<file path="src/rtl/calc_pkg.sv">
// -----------------------------------------------------------------------------
// calc_pkg
// Shared definitions for the calculator input path.
//   BTN_C..BTN_D : bit positions of the five buttons in btn_raw/btn_level/btn_pulse
//   deb_state_t  : per-button debounce FSM states
// -----------------------------------------------------------------------------
package calc_pkg;

    localparam int BTN_C = 0;
    localparam int BTN_L = 1;
    localparam int BTN_U = 2;
    localparam int BTN_R = 3;
    localparam int BTN_D = 4;

    typedef enum logic [1:0] {
        IDLE         = 2'd0,
        PRESS_WAIT   = 2'd1,
        PRESSED      = 2'd2,
        RELEASE_WAIT = 2'd3
    } deb_state_t;

endpackage

</file>
<file path="src/rtl/btn_debounce.sv">
// -----------------------------------------------------------------------------
// btn_debounce
// One button: 2-flop synchronizer, debounce FSM with saturating counter, and
// (when BTN_AUTOREPEAT_EN is defined) an auto-repeat strobe generator.
// Ports:
//   clc   in  : system clock, rising edge
//   rst   in  : synchronous active-high reset
//   raw   in  : asynchronous bouncy button input
//   level out : registered debounced level
//   pulse out : registered one-cycle strobe per accepted press (plus repeats)
// Optional feature macro: BTN_AUTOREPEAT_EN
// -----------------------------------------------------------------------------
module btn_debounce
    import calc_pkg::*;
#(
    parameter int DEBOUNCE_CYCLES = 500000,
    parameter int REPEAT_DELAY    = 25000000,
    parameter int REPEAT_PERIOD   = 5000000
) (
    input  logic clc,
    input  logic rst,
    input  logic raw,
    output logic level,
    output logic pulse
);

    localparam int CW = $clog2(DEBOUNCE_CYCLES + 1);
    localparam logic [CW-1:0] CNT_ONE  = CW'(1);
    localparam logic [CW-1:0] CNT_TERM = CW'(DEBOUNCE_CYCLES);

    logic [1:0]    sync_r;
    logic          synced_s;
    deb_state_t    state_r, state_nxt;
    logic [CW-1:0] cnt_r, cnt_nxt;
    logic          level_nxt;
    logic          press_pulse_s;
    logic          rep_pulse_s;

    assign synced_s = sync_r[1];

    // Synchronizer, FSM state, counter and registered outputs.
    always_ff @(posedge clc) begin
        if (rst) begin
            sync_r  <= 2'b00;
            state_r <= IDLE;
            cnt_r   <= '0;
            level   <= 1'b0;
            pulse   <= 1'b0;
        end else begin
            sync_r  <= {sync_r[0], raw};
            state_r <= state_nxt;
            cnt_r   <= cnt_nxt;
            level   <= level_nxt;
            pulse   <= press_pulse_s | rep_pulse_s;
        end
    end

    // Next-state logic: the counter value written on entering a wait state is
    // already compared against the terminal count, so DEBOUNCE_CYCLES=1
    // accepts on the very first synced sample.
    always_comb begin
        state_nxt     = state_r;
        cnt_nxt       = cnt_r;
        press_pulse_s = 1'b0;
        case (state_r)
            IDLE: begin
                if (synced_s) begin
                    if (CNT_ONE == CNT_TERM) begin
                        state_nxt     = PRESSED;
                        cnt_nxt       = '0;
                        press_pulse_s = 1'b1;
                    end else begin
                        state_nxt = PRESS_WAIT;
                        cnt_nxt   = CNT_ONE;
                    end
                end else begin
                    cnt_nxt = '0;
                end
            end
            PRESS_WAIT: begin
                if (synced_s) begin
                    if ((cnt_r + CNT_ONE) == CNT_TERM) begin
                        state_nxt     = PRESSED;
                        cnt_nxt       = '0;
                        press_pulse_s = 1'b1;
                    end else begin
                        cnt_nxt = cnt_r + CNT_ONE;
                    end
                end else begin
                    state_nxt = IDLE;
                    cnt_nxt   = '0;
                end
            end
            PRESSED: begin
                if (!synced_s) begin
                    if (CNT_ONE == CNT_TERM) begin
                        state_nxt = IDLE;
                        cnt_nxt   = '0;
                    end else begin
                        state_nxt = RELEASE_WAIT;
                        cnt_nxt   = CNT_ONE;
                    end
                end else begin
                    cnt_nxt = '0;
                end
            end
            RELEASE_WAIT: begin
                if (!synced_s) begin
                    if ((cnt_r + CNT_ONE) == CNT_TERM) begin
                        state_nxt = IDLE;
                        cnt_nxt   = '0;
                    end else begin
                        cnt_nxt = cnt_r + CNT_ONE;
                    end
                end else begin
                    state_nxt = PRESSED;
                    cnt_nxt   = '0;
                end
            end
            default: begin
                state_nxt = IDLE;
                cnt_nxt   = '0;
            end
        endcase
        level_nxt = (state_nxt == PRESSED) || (state_nxt == RELEASE_WAIT);
    end

`ifdef BTN_AUTOREPEAT_EN
    localparam int RMAX = (REPEAT_DELAY > REPEAT_PERIOD) ? REPEAT_DELAY : REPEAT_PERIOD;
    localparam int RW   = $clog2(RMAX + 1);

    logic [RW-1:0] rep_cnt_r, rep_cnt_nxt, rep_inc_s, rep_lim_s;
    logic          rep_first_r, rep_first_nxt;

    // Repeat counter and first-repeat flag.
    always_ff @(posedge clc) begin
        if (rst) begin
            rep_cnt_r   <= '0;
            rep_first_r <= 1'b1;
        end else begin
            rep_cnt_r   <= rep_cnt_nxt;
            rep_first_r <= rep_first_nxt;
        end
    end

    // Counts cycles spent continuously in PRESSED; first limit is the delay,
    // later limits the period. Any exit or fresh entry restarts the sequence.
    always_comb begin
        rep_inc_s     = rep_cnt_r + RW'(1);
        rep_lim_s     = rep_first_r ? RW'(REPEAT_DELAY) : RW'(REPEAT_PERIOD);
        rep_cnt_nxt   = '0;
        rep_first_nxt = 1'b1;
        rep_pulse_s   = 1'b0;
        if ((state_r == PRESSED) && (state_nxt == PRESSED)) begin
            if (rep_inc_s == rep_lim_s) begin
                rep_pulse_s   = 1'b1;
                rep_cnt_nxt   = '0;
                rep_first_nxt = 1'b0;
            end else begin
                rep_cnt_nxt   = rep_inc_s;
                rep_first_nxt = rep_first_r;
            end
        end else begin
            rep_cnt_nxt   = '0;
            rep_first_nxt = 1'b1;
        end
    end
`else
    assign rep_pulse_s = 1'b0;
`endif

endmodule

</file>
<file path="src/rtl/btn_conditioner.sv">
// -----------------------------------------------------------------------------
// btn_conditioner
// Synchronizes and debounces the board push-buttons and synchronizes the
// slide switches for the calculator datapath.
// Ports:
//   clc       in  : system clock, rising edge
//   rst       in  : synchronous active-high reset
//   btn_raw   in  : [N_BTN] raw buttons, bit order c,l,u,r,d (bit 0 = c)
//   sw_raw    in  : [16] raw slide switches
//   btn_level out : [N_BTN] debounced levels
//   btn_pulse out : [N_BTN] one-cycle press strobes
//   sw_sync   out : [16] switches after a 2-flop synchronizer
// Optional feature macro: BTN_AUTOREPEAT_EN (auto-repeat press strobes)
// -----------------------------------------------------------------------------
module btn_conditioner
    import calc_pkg::*;
#(
    parameter int N_BTN           = 5,
    parameter int DEBOUNCE_CYCLES = 500000,
    parameter int REPEAT_DELAY    = 25000000,
    parameter int REPEAT_PERIOD   = 5000000
) (
    input  logic             clc,
    input  logic             rst,
    input  logic [N_BTN-1:0] btn_raw,
    input  logic [15:0]      sw_raw,
    output logic [N_BTN-1:0] btn_level,
    output logic [N_BTN-1:0] btn_pulse,
    output logic [15:0]      sw_sync
);

    logic [15:0] sw_meta_r;

    // Switch synchronizer bank; no debounce on switches.
    always_ff @(posedge clc) begin
        if (rst) begin
            sw_meta_r <= 16'h0000;
            sw_sync   <= 16'h0000;
        end else begin
            sw_meta_r <= sw_raw;
            sw_sync   <= sw_meta_r;
        end
    end

    for (genvar i = 0; i < N_BTN; i++) begin : g_btn
        btn_debounce #(
            .DEBOUNCE_CYCLES (DEBOUNCE_CYCLES),
            .REPEAT_DELAY    (REPEAT_DELAY),
            .REPEAT_PERIOD   (REPEAT_PERIOD)
        ) u_deb (
            .clc   (clc),
            .rst   (rst),
            .raw   (btn_raw[i]),
            .level (btn_level[i]),
            .pulse (btn_pulse[i])
        );
    end

endmodule

</file>
<file path="config.mk">
export PLATFORM = sky130hd
export DESIGN_NAME = btn_conditioner
export DESIGN_NICKNAME = d
export VERILOG_FILES = /design/src/rtl/calc_pkg.sv /design/src/rtl/btn_debounce.sv /design/src/rtl/btn_conditioner.sv
export SDC_FILE = /design/constraint.sdc
export NUM_CORES = 1
export LEC_CHECK = 0
export ABC_AREA = 1
export ABC_CLOCK_PERIOD_IN_PS = 2600
export CAP_MARGIN = 30
export CORE_MARGIN = 3
export CORE_UTILIZATION = 40
export CTS_CLUSTER_DIAMETER = 200
export DETAILED_ROUTE_END_ITERATION = 12
export DONT_BUFFER_PORTS = 1
export GPL_TIMING_DRIVEN = 0
export MAX_ROUTING_LAYER = met4
export PLACE_DENSITY_LB_ADDON = 0.12
export SYNTH_ARGS = -nofsm -noshare
export SYNTH_HDL_FRONTEND = slang
export SYNTH_HIERARCHICAL = 1
export SYNTH_SLANG_ARGS = --single-unit
export TNS_END_PERCENT = 5
</file>
<file path="constraint.sdc">
create_clock -name clc -period 2.6 [get_ports clc]
set_clock_uncertainty 0.2 [all_clocks]
set_input_delay 0.52 -clock clc [delete_from_list [all_inputs] [get_ports clc]]
set_output_delay 0.52 -clock clc [all_outputs]
set_load 0.005 [all_outputs]
</file>
# --- Word level (Yosys, flattened, before mapping) ---
# Cells that the tools add are included.
word_totals:
  regBits: 157
  in_bits: 23
  out_inout_bits: 26
  word_cells: 157
classes:
  n_bitwise: 10
  eq_ne: 30
  add_sub_neg: 5
  n_reduce_logical: 15
  mux: 70
ops:
  columns: ["cell", "count"]
  rows:
  - ["19-bit one-hot mux with 4 select lines", 5]
  - ["19-bit 2-to-1 mux", 15]
  - ["19-bit by 1-bit adder with 19-bit output, second input constant", 5]
  - ["19-bit equality test, second input constant", 5]
  - ["2-bit 2-to-1 mux", 30]
  - ["2-bit equality test, second input constant", 20]
  - ["2-bit one-hot mux with 4 select lines", 5]
  - ["1-bit 2-to-1 mux", 15]
  - ["3-bit OR reduction", 5]
  - ["2-bit by 1-bit equality test with 1-bit output, second input constant", 5]
  - ["2-bit logical NOT", 5]
  - ["1-bit inverter", 10]
  - ["1-bit logical OR", 5]

# --- Logic depth before layout (Yosys ltp) ---
# Gate-level depths: netlist (run 1).
logic_depth:
  depth_word: 7
  depth_mapped: 14
  mapped_depth_nobuf: 14

# --- Cells and area by module ---
# The synthesis (run 1) kept the hierarchy.
by_module_without_submodules:
  columns: ["module", "area_each_um2", "instances", "seq_area_each_um2", "cells_each"]
  rows:
  - ["btn_debounce at g_btn[0].u_deb ...", 1275.0, 4, 480.5, 196]
  - ["btn_debounce at g_btn[4].u_deb", 1340.0, 1, 500.5, 200]
  - ["btn_conditioner", 914.6, 1, 640.6, 99]

# --- Worst setup path before layout (run 1) ---
# Ideal clock, no wire load.
synth_timing:
  kind: "flip-flop to flip-flop"
  start: "register g_btn[0].u_deb.cnt_r[0]"
  end: "register g_btn[0].u_deb.cnt_r[4]"
  stages_incl_launch_ff: 14
  setup_slack_ps: 603
  required_time_ps: 2281
  synth_period_minus_slack_ps: 1997
  setup_time_ps: 119
  arrival_ps: 1678
  path_buffers: 1
  cell_sequence: "dfxtp_1 > ha_1 > nand3_2 > nor2_4 > nand2_2 > nor2_1 > nand2_1 > nand2_1 > nand2_1 > nor2_1 > nand2_2 > nand2_4 > buf_6 > nor2_1"
synth_between:
  elab_chain_cells: 5
  elab_cells_between_ends: 6
  classes_between: "add/sub: 1; eq/ne: 1; mux: 4"
synth_rtl:
  columns: ["element", "line_no", "text"]
  rows:
  - ["start: declaration", "btn_debounce.sv:34", "logic [CW-1:0] cnt_r, cnt_nxt;"]
  - ["start signal: assignment", "btn_debounce.sv:52", "cnt_r <= cnt_nxt;"]
  - ["19-bit by 1-bit adder with 19-bit output *", null, null]
  - ["19-bit equality test", "btn_debounce.sv:82, btn_debounce.sv:109", null]
  - ["19-bit 2-to-1 mux *", "btn_debounce.sv:82, btn_debounce.sv:109", null]
  - ["19-bit 2-to-1 mux (on tied branches)", "btn_debounce.sv:108, btn_debounce.sv:81", null]
  - ["19-bit one-hot mux with 4 select lines *", "btn_debounce.sv:65", "case (state_r)"]
# Mark *: on every way between the ends. The rest lies on a longest branch, timed or not.
# A chain may end at the register's enable or synchronous reset.

# --- Worst setup path after layout (run 1) ---
layout_timing:
  start: "register g_btn[3].u_deb.cnt_r[0]"
  end: "register g_btn[3].u_deb.cnt_r[7]"
layout_between:
  elab_chain_cells: 5
  elab_cells_between_ends: 6
  classes_between: "add/sub: 1; eq/ne: 1; mux: 4"
layout_rtl:
  columns: ["element", "line_no"]
  rows:
  - ["start: declaration", "btn_debounce.sv:34"]
  - ["start signal: assignment", "btn_debounce.sv:52"]
  - ["19-bit by 1-bit adder with 19-bit output *", null]
  - ["19-bit equality test", "btn_debounce.sv:82, btn_debounce.sv:109"]
  - ["19-bit 2-to-1 mux *", "btn_debounce.sv:82, btn_debounce.sv:109"]
  - ["19-bit 2-to-1 mux (on tied branches)", "btn_debounce.sv:108, btn_debounce.sv:81"]
  - ["19-bit one-hot mux with 4 select lines *", "btn_debounce.sv:65"]
# Marked as above.

==> results.sh, run 1 <==
export IMPL_seq_area_mm2=0.003063
export IMPL_pre_cts_slack_ns=0.2132
export IMPL_postLayoutSetupSlackWorst_ns=0.2259
export IMPL_die_w_um=141.6
export IMPL_synth_nets=1111
export IMPL_hold_viol_final=0
export IMPL_cts_buffer_depth=2
export IMPL_root_buffer="clkbuf_16"
export IMPL_ys_top_cells_by_area="dfxtp_1 42%, nand2_1 16%, nor2_1 10%"
export IMPL_setup_viol=0
export IMPL_start_kind="register"
export IMPL_htree_num_levels=4
export IMPL_maxSlewViolCount=0
export IMPL_synthCells=1083
export IMPL_synthArstFlopShare_pct=0
export IMPL_critPathRequiredTime_ns=2.72
export IMPL_ir_worst_vdd_v=0.0004354
export IMPL_critPathKind="reg2reg"
export IMPL_clk_pin_slew_ns=0.07
export IMPL_num_vias=6329
export IMPL_initial_utilization_pct=41.65
export IMPL_fillCellCount=1837
export IMPL_max_slew_margin_rel_pct=56.20
export IMPL_drive_above_1_share_pct=10.04
export IMPL_p_per_area_mw_per_mm2=584.7
export IMPL_maxCapViolCount=0
export IMPL_synth_distinct_cells=26
export IMPL_drt_iter0_markers=366
export IMPL_instances_no_fill=1361
export IMPL_vias_per_cell=4.650
export IMPL_clk_latency_ns=0.43
export IMPL_tightest_slew_ns=0.6548
export IMPL_fp_dieArea_mm2=0.02005
export IMPL_cts_setup_buffers=0
export IMPL_grt_pass1_vias=5639
export IMPL_yosys_area_top_type_share_pct=41.65
export IMPL_grt_pass1_wl_mm=25.94
export IMPL_place_congestion=0.8610
export IMPL_drc=0
export IMPL_grt_max_degree=19
export IMPL_final_setup_tns_ns=0
export IMPL_grt_antenna_before_repair=0
export IMPL_yosysSeqAreaShare_pct=41.65
export IMPL_grt_use_met2_pct=24.14
export IMPL_fmax_ghz=0.4212
export IMPL_num_io_pins=49
export IMPL_ys_ff_latch=153
export IMPL_wl_per_cell_um=11.32
export IMPL_timing_final_crit_share_pct=91.31
export IMPL_rsz0062_at_grt="false"
export IMPL_final_min_clock_period_ns=2.374
export IMPL_cts_sinks=153
export IMPL_syn2layout_area_growth_pct=15.11
export IMPL_die_y_um=141.6
export IMPL_coreArea_mm2=0.01766
export IMPL_numCtsBuffers=17
export IMPL_grtUsageMet1_pct=22.03
export IMPL_synthFlopType="dfxtp_1"
export IMPL_wirelength_mm=15.41
export IMPL_num_rows=48
export IMPL_crit_fanout=10
export IMPL_cts_tree="built"
export IMPL_postRouteAntennaNets=0
export IMPL_arrival_ns=2.49
export IMPL_layout_commonest_cell="nand2_1"
export IMPL_grt_usage_pct=16.33
export IMPL_synth_area_leader_cell="dfxtp_1"
export IMPL_avgSynthCellArea_um2=6.791
export IMPL_grt_ovfl_total=0
export IMPL_cp_end_kind="register"
export IMPL_placedCellCount=1308
export IMPL_hpwl_mm=11.17
export IMPL_status="completed"
export IMPL_syn_area_mm2=0.007355
export IMPL_multi_input_area_mm2=0.003649
export IMPL_hold_path_class="in2reg"
export IMPL_drt_pass1_iter_count=4
export IMPL_top_usage_layer="met2"
export IMPL_grtUsageMet3_pct=4.280
export IMPL_yosys_warnings=6
export IMPL_nNetsFinal=1151
export IMPL_power_leakage_uw=0.003234
export IMPL_synth_edf_count=0
export IMPL_final_cell_mix="313 x nand2_1, 199 x nor2_1, 153 x dfxtp_1"
export IMPL_portBuffers=0
export IMPL_num_antenna_cells=0
[stage by stage]
stage          cell area [um^2]  util [%]  total power [uW]  hold slack [ns]
4_1_cts                    8451     47.86              5028          0.03719
6_report                   8466     47.95              4950          0.03195
5_1_grt                    8466     47.95              5145          0.05452
3_3_place_gp               7636     43.25              2506           0.1885
3_5_place_dp               7636     43.25              2507           0.1939
2_1_floorplan              7355         -              2492           0.1883
[repair_timing]
item / in CTS / in global routing
gates resized for setup: 0 / 3
hold endpoints to repair: 27 / 0
hold buffers: 21 / 0
setup endpoints to repair: 0 / 21
[power by group]
part | leakage, uW | internal (uW) | switching [uW]
registers | 0.00124 | 2380 | 17.4
clock network | 0.000287 | 1300 | 1170
logic | 0.00171 | 44.1 | 41.9
total | 0.00323 | 3720 | 1230
[cell usage after synthesis, types with 13 or more instances]
cell        n
a21oi_1    34
a21oi_2    19
dfxtp_1   153
inv_1     145
nand2_1   313
nand3_1    50
nand3b_1   17
nand4_1    22
nor2_1    200
nor2_2     21
nor3_1     18
o21ai_1    13
[layer usage]
layer / up-vias / part of all wire (%)
li1: 3456 / -
met4: 0 / 0.66
met5: - / 0
met1: 2769 / 52
met3: 12 / 4.2
met2: 92 / 43
[cell type report]
type                       instances  area share [%]
sequential                       153           36.18
inverter                         149           6.607
multi-input combinational        773           43.10
tap                              225           3.325
buffer                             8           1.168
timing repair buffer              21           2.483
clock buffer                      17           5.025
clock inverter                    15           2.114
[sequential cells by signal, indices dropped and copies added, names as in the netlist]
| name | cells |
|---|---|
| sw_sync | 16 |
| g_btn.u_deb/state_r | 10 |
| g_btn.u_deb/sync_r | 10 |
| g_btn.u_deb/level | 1 |
| sw_meta_r | 16 |
| g_btn.u_deb/cnt_r | 95 |
| g_btn.u_deb/pulse | 5 |
[logic make-up after synthesis]
group,synth area share (%)
AND/OR/NAND/NOR,40.06
AO/OA/AOI/OAI,6.584
adder cells (fa/ha/maj),0.8506
buffers and inverters,8.949
flip-flops,41.65
XOR/XNOR,1.905
[path summary, 6_finish.rpt]
check | to | startpoint | slack [ns] | depth (start not counted)
max reg2reg | g_btn[3].u_deb/cnt_r[7]$_SDFF_PP0_ | g_btn[3].u_deb/cnt_r[0]$_SDFF_PP0_ | 0.23 | 13
max | g_btn[3].u_deb/cnt_r[7]$_SDFF_PP0_ | g_btn[3].u_deb/cnt_r[0]$_SDFF_PP0_ | 0.23 | 13
min reg2reg | sw_sync[12]$_SDFF_PP0_ | sw_meta_r[12]$_SDFF_PP0_ | 0.20 | 2
min | g_btn[0].u_deb/sync_r[0]$_SDFF_PP0_ | btn_raw[0] | 0.03 | 2
[critical path: stages, from the launching register on]
cell	delay, ns
dfxtp_1	0.38
ha_1	0.24
nand3_2	0.17
inv_2	0.11
nand2_1	0.07
nor2_2	0.16
nand3b_1	0.13
nand2_1	0.09
nand2_1	0.06
nor2_1	0.17
nand2_2	0.10
nand2_4	0.14
buf_6	0.19
nor2_1	0.05
Power figures use the tool's default switching activity.
==> run 2, diff against run 1 <==
--- a/config.mk
+++ b/config.mk
@@ -8,6 +8,8 @@
 export ABC_AREA = 1
 export ABC_CLOCK_PERIOD_IN_PS = 2600
 export CAP_MARGIN = 30
+export CELL_PAD_IN_SITES_DETAIL_PLACEMENT = 1
+export CELL_PAD_IN_SITES_GLOBAL_PLACEMENT = 1
 export CORE_MARGIN = 3
 export CORE_UTILIZATION = 40
 export CTS_CLUSTER_DIAMETER = 200
==> results.sh, run 2 (synthesized netlist as in run 1, its figures left out) <==
export IMPL_numCtsBuffers=17
export IMPL_maxCapViolCount=0
export IMPL_drt_iter0_markers=258
export IMPL_die_y_um=141.6
export IMPL_final_min_clock_period_ns=2.402
export IMPL_syn2layout_area_growth_pct=15.63
export IMPL_drt_pass1_iter_count=5
export IMPL_ir_worst_vdd_v=0.0005524
export IMPL_grt_ovfl_total=0
export IMPL_power_uw=5026
export IMPL_portBuffers=0
export IMPL_fp_dieArea_mm2=0.02005
export IMPL_cp_end_kind="register"
export IMPL_grt_antenna_before_repair=0
export IMPL_vias_per_cell=4.840
export IMPL_postRouteAntennaNets=0
export IMPL_setup_viol=0
export IMPL_clk_pin_slew_ns=0.07
export IMPL_wl_per_cell_um=13.44
export IMPL_power_leakage_uw=0.003240
export IMPL_initial_utilization_pct=41.65
export IMPL_tightest_slew_ns=0.5374
export IMPL_num_rows=48
export IMPL_postLayoutSetupSlackWorst_ns=0.1981
export IMPL_maxSlewViolCount=0
export IMPL_cts_buffer_depth=2
export IMPL_final_setup_tns_ns=0
export IMPL_drive_above_1_share_pct=10.99
export IMPL_crit_fanout=10
export IMPL_status="completed"
export IMPL_wirelength_mm=18.31
export IMPL_start_kind="register"
export IMPL_hpwl_mm=13.21
export IMPL_hold_path_class="in2reg"
export IMPL_grt_max_degree=20
export IMPL_final_cell_mix="313 x nand2_1, 196 x nor2_1, 152 x dfxtp_1"
export IMPL_nNetsFinal=1152
export IMPL_drc=0
export IMPL_die_w_um=141.6
export IMPL_num_io_pins=49
export IMPL_layout_commonest_cell="nand2_1"
export IMPL_critPathRequiredTime_ns=2.71
export IMPL_num_antenna_cells=0
export IMPL_max_slew_margin_rel_pct=64.05
export IMPL_arrival_ns=2.52
export IMPL_top_regs="g_btn.u_deb/cnt_r: 95 flops, sw_meta_r: 16 flops, sw_sync: 16 flops"
export IMPL_timing_final_crit_share_pct=92.38
export IMPL_cts_tree="built"
export IMPL_cts_sinks=153
export IMPL_hold_viol_final=0
export IMPL_place_congestion=0.8243
export IMPL_coreArea_mm2=0.01766
export IMPL_pre_cts_slack_ns=0.1401
export IMPL_root_buffer="clkbuf_16"
export IMPL_grt_usage_pct=19.66
export IMPL_place_area_mm2=0.007636
export IMPL_fillCellCount=2287
export IMPL_grt_pass1_vias=6632
export IMPL_clk_latency_ns=0.44
export IMPL_htree_num_levels=4
export IMPL_grt_pass1_wl_mm=31.04
export IMPL_num_vias=6592
export IMPL_p_per_area_mw_per_mm2=591.0
export IMPL_rsz0062_at_grt="true"
export IMPL_final_area_mm2=0.008504
export IMPL_largest_reg_flops=95
export IMPL_top_register="g_btn.u_deb/cnt_r"
export IMPL_fmax_ghz=0.4163
export IMPL_critPathKind="reg2reg"
[run 2: cell count changes in the layout (fill, tap and decap cells not counted)]
cell and change:
buf_4 +2, clkinvlp_4 -2, dfxtp_1 -1, dfxtp_2 +1, dlygate4sd3_1 -1, ha_1 -5
ha_2 +5, inv_12 +1, inv_8 +1, nor2_1 -3, nor2_2 +3
[run 2: path summary, 6_finish.rpt]
kind | startpoint | end | slack (ns) | depth (start not counted)
hold reg to reg | sw_meta_r[14]$_SDFF_PP0_ | sw_sync[14]$_SDFF_PP0_ | 0.20 | 2
setup reg to reg | g_btn[1].u_deb/cnt_r[0]$_SDFF_PP0_ | g_btn[1].u_deb/cnt_r[4]$_SDFF_PP0_ | 0.20 | 13
setup / recovery | g_btn[1].u_deb/cnt_r[0]$_SDFF_PP0_ | g_btn[1].u_deb/cnt_r[4]$_SDFF_PP0_ | 0.20 | 13
hold / removal | btn_raw[2] | g_btn[2].u_deb/sync_r[0]$_SDFF_PP0_ | 0.03 | 2
[run 2: what timing repair did]
action / CTS / global route
endpoints found under the setup margin: 0 / 46
gates resized for setup: 0 / 12
endpoints found under the hold margin: 27 / 0
setup buffers: 0 / 2
hold buffers: 20 / 0
[run 2: where the power goes]
part | switching (uW) | total [uW] | internal [uW]
Clock | 1220 | 2540 | 1320
Sequential | 19.2 | 2400 | 2380
Combinational | 46.4 | 89.9 | 43.5
[run 2: area by class of cell]
| class | instances | area [um^2] | area share (%) |
|---|---|---|---|
| plain buffers | 8 | 98.84 | 1.162 |
| clock buffers | 17 | 425.4 | 5.002 |
| clock inverters | 15 | 191.4 | 2.251 |
| inverters | 149 | 559.3 | 6.576 |
| multi-input cells | 773 | 3669 | 43.14 |
| flip-flops and latches | 153 | 3064 | 36.03 |
| well taps | 225 | 281.5 | 3.310 |
| repair buffers | 22 | 215.2 | 2.531 |
[run 2: critical path: stages, from the launching register on]
cell and delay [ns]:
dfxtp_1 0.39, ha_2 0.23, nand3_2 0.16, nor2_4 0.20
nand2_2 0.09, nor2_1 0.11, nand2_1 0.09, nand2_1 0.07
nand2_1 0.07, nor2_1 0.18, nand2_2 0.10, nand2_4 0.14
buf_6 0.19, nor2_1 0.06
[run 2: per-layer routing]
metal / track usage (%) / wire [um] / up-vias / share of wire (%)
met5: - / 0 / - / 0
met4: 5.808 / 241 / 0 / 1.3
met3: 5.527 / 790 / 17 / 4.3
met2: 32.70 / 8651 / 75 / 47
met1: 23.24 / 8623 / 3049 / 47
li1: - / - / 3451 / -
[run 2: per-stage QoR]
| step | utilization (%) | hold slack, ns | cells |
|---|---|---|---|
| after global routing | 48.16 | 0.01949 | 1362 |
| after floorplan | - | 0.1883 | 1083 |
| after CTS | 47.87 | 0.02103 | 1360 |
| final | 48.16 | 0.02680 | 1362 |
| after global placement | 43.25 | 0.1885 | 1308 |
| after detailed placement | 43.25 | 0.1975 | 1308 |
==> run 3, diff against run 2 <==
--- a/config.mk
+++ b/config.mk
@@ -11,11 +11,10 @@
 export CELL_PAD_IN_SITES_DETAIL_PLACEMENT = 1
 export CELL_PAD_IN_SITES_GLOBAL_PLACEMENT = 1
 export CORE_MARGIN = 3
-export CORE_UTILIZATION = 40
+export CORE_UTILIZATION = 46
 export CTS_CLUSTER_DIAMETER = 200
 export DETAILED_ROUTE_END_ITERATION = 12
 export DONT_BUFFER_PORTS = 1
-export GPL_TIMING_DRIVEN = 0
 export MAX_ROUTING_LAYER = met4
 export PLACE_DENSITY_LB_ADDON = 0.12
 export SYNTH_ARGS = -nofsm -noshare
==> results.sh, run 3 (synthesized netlist as in run 1, its figures left out) <==
export IMPL_status="completed"
export IMPL_grt_usage_pct=23.14
export IMPL_start_kind="register"
export IMPL_layout_commonest_cell="nand2_1"
export IMPL_die_w_um=132.4
export IMPL_coreArea_mm2=0.01543
export IMPL_fp_dieArea_mm2=0.01754
export IMPL_num_vias=6637
export IMPL_hpwl_mm=12.89
export IMPL_portBuffers=0
export IMPL_arrival_ns=2.50
export IMPL_numCtsBuffers=17
export IMPL_die_y_um=132.4
export IMPL_reg2regPathDepth=12
export IMPL_cts_sinks=153
export IMPL_top_regs="g_btn.u_deb/cnt_r: 95 flops, sw_meta_r: 16 flops, sw_sync: 16 flops"
export IMPL_num_antenna_cells=0
export IMPL_rrSetupSlack_ns=0.21
export IMPL_grt_antenna_before_repair=0
export IMPL_final_min_clock_period_ns=2.389
export IMPL_slowest_stage="dfxtp_1"
export IMPL_crit_fanout=18
export IMPL_crit_path_start="g_btn[4].u_deb/cnt_r[0]$_SDFF_PP0_"
export IMPL_clk_pin_slew_ns=0.07
export IMPL_cp_cell_sequence="ha_1 -> nand3_2 -> nor2_4 -> nand2_1 -> nand2_1 -> nand2_1 -> nor2_1 -> nand2_1 -> nor2_2 -> nand2_2 -> nand2_8 -> a21oi_1"
export IMPL_hold_viol_final=0
export IMPL_final_setup_tns_ns=0
export IMPL_grt_max_degree=43
export IMPL_setup_viol=0
export IMPL_initial_utilization_pct=47.67
export IMPL_top_register="g_btn.u_deb/cnt_r"
export IMPL_cts_buffer_depth=2
export IMPL_cts_tree="built"
export IMPL_num_io_pins=49
export IMPL_maxSlewViolCount=0
export IMPL_cp_endpoint="g_btn[4].u_deb/cnt_r[17]$_SDFF_PP0_"
export IMPL_timing_final_crit_share_pct=91.90
export IMPL_critPathKind="reg2reg"
export IMPL_grt_ovfl_total=0
export IMPL_final_cell_mix="313 x nand2_1, 200 x nor2_1, 153 x dfxtp_1"
export IMPL_htree_num_levels=4
export IMPL_syn2layout_area_growth_pct=13.59
export IMPL_ir_worst_vdd_v=0.0004808
export IMPL_final_area_mm2=0.008354
export IMPL_hold_path_class="in2reg"
export IMPL_postRouteAntennaNets=0
export IMPL_drt_iter0_markers=217
export IMPL_slowest_delay_ns=0.39
export IMPL_drc=0
export IMPL_p_per_area_mw_per_mm2=593.2
export IMPL_drive_above_1_share_pct=9.389
export IMPL_r2r_end="g_btn[4].u_deb/cnt_r[17]$_SDFF_PP0_"
export IMPL_largest_reg_flops=95
export IMPL_clk_latency_ns=0.44
export IMPL_vias_per_cell=4.953
export IMPL_grt_pass1_wl_mm=32.44
export IMPL_path_common_cell="nand2_1"
export IMPL_num_rows=45
export IMPL_critPathRequiredTime_ns=2.71
export IMPL_fmax_ghz=0.4185
export IMPL_max_slew_margin_rel_pct=58.69
export IMPL_wl_per_cell_um=14.35
export IMPL_root_buffer="clkbuf_16"
export IMPL_cts_setup_buffers=0
export IMPL_worstReg2RegStart="g_btn[4].u_deb/cnt_r[0]$_SDFF_PP0_"
export IMPL_wirelength_mm=19.24
export IMPL_place_area_mm2=0.007520
export IMPL_place_congestion=0.8128
export IMPL_maxCapViolCount=0
export IMPL_grt_pass1_vias=6907
export IMPL_rsz0062_at_grt="false"
export IMPL_nNetsFinal=1144
export IMPL_drt_pass1_iter_count=4
export IMPL_fillCellCount=2079
export IMPL_tightest_slew_ns=0.6183
export IMPL_cp_end_kind="register"
export IMPL_power_leakage_uw=0.003195
[run 3: cell types whose count changed in the layout (fill, tap and decap cells not counted), sizes merged]
cell	previous run	this run
dlygate4sd3	20	21
inv	157	158
clkinvlp	0	1
buf	10	1
clkinv	7	5
[run 3: timing repair]
| item | CTS | global route |
|---|---|---|
| gates resized for setup | 0 | 1 |
| hold buffers | 21 | 1 |
| hold endpoints to repair | 42 | 1 |
| endpoints found under the setup margin | 0 | 1 |
[run 3: critical path, delay by kind of cell (launching register included)]
family | cells | cell delay [ns]
AOI/OAI and AO/OA | 1 | 0.07
adders and majority gates | 1 | 0.26
DFF | 1 | 0.39
and+or+nand+nor | 10 | 1.35
[run 3: worst min path at each step]
stage               cells after the start                                 from                                    to
detailed placement                      2  g_btn[1].u_deb/sync_r[0]$_SDFF_PP0_   g_btn[1].u_deb/sync_r[1]$_SDFF_PP0_
global placement                        2              sw_meta_r[3]$_SDFF_PP0_                 sw_sync[3]$_SDFF_PP0_
finish                                  3                                  rst  g_btn[2].u_deb/state_r[1]$_SDFF_PP0_
floorplan                               2  g_btn[0].u_deb/sync_r[0]$_SDFF_PP0_   g_btn[0].u_deb/sync_r[1]$_SDFF_PP0_
CTS                                     2                            sw_raw[9]               sw_meta_r[9]$_SDFF_PP0_
global route                            3                                  rst       g_btn[4].u_deb/pulse$_SDFF_PP0_
[run 3: stage by stage]
stage | instances | power [uW] | hold WS, ns | setup WS, ns | utilization, %
after floorplan | 1083 | 2492 | 0.1883 | 0.6035 | -
after global routing | 1340 | 5150 | 0.05732 | 0.01937 | 54.15
final | 1340 | 4956 | 0.06940 | 0.2105 | 54.15
after global placement | 1286 | 2492 | 0.1883 | 0.2647 | 48.74
after detailed placement | 1286 | 2497 | 0.1989 | 0.2143 | 48.74
after CTS | 1339 | 4992 | 0.0008928 | 0.1845 | 54.03
[run 3: final cells by class]
cell class	count	area [um^2]	area share, %
Multi-Input combinational cell	773	3642	43.60
Tap cell	211	264.0	3.160
Clock buffer	17	425.4	5.092
Inverter	149	559.3	6.695
Timing Repair Buffer	22	230.2	2.756
Sequential cell	153	3063	36.66
Clock inverter	15	170.2	2.037
[run 3: metal layers]
layer	track usage (%)	routed length (um)	part of all wire [%]
met3	5.247	673	3.5
met5	-	0	0
met1	27.78	8789	46
met2	38.97	9525	50
met4	6.871	246	1.3
[run 3: power by group]
part	switching, uW	total, uW	internal [uW]	leakage (uW)
sequential	20.5	2400	2380	0.00124
clock	1170	2470	1290	0.000288
combinational	51.2	93.6	42.4	0.00167
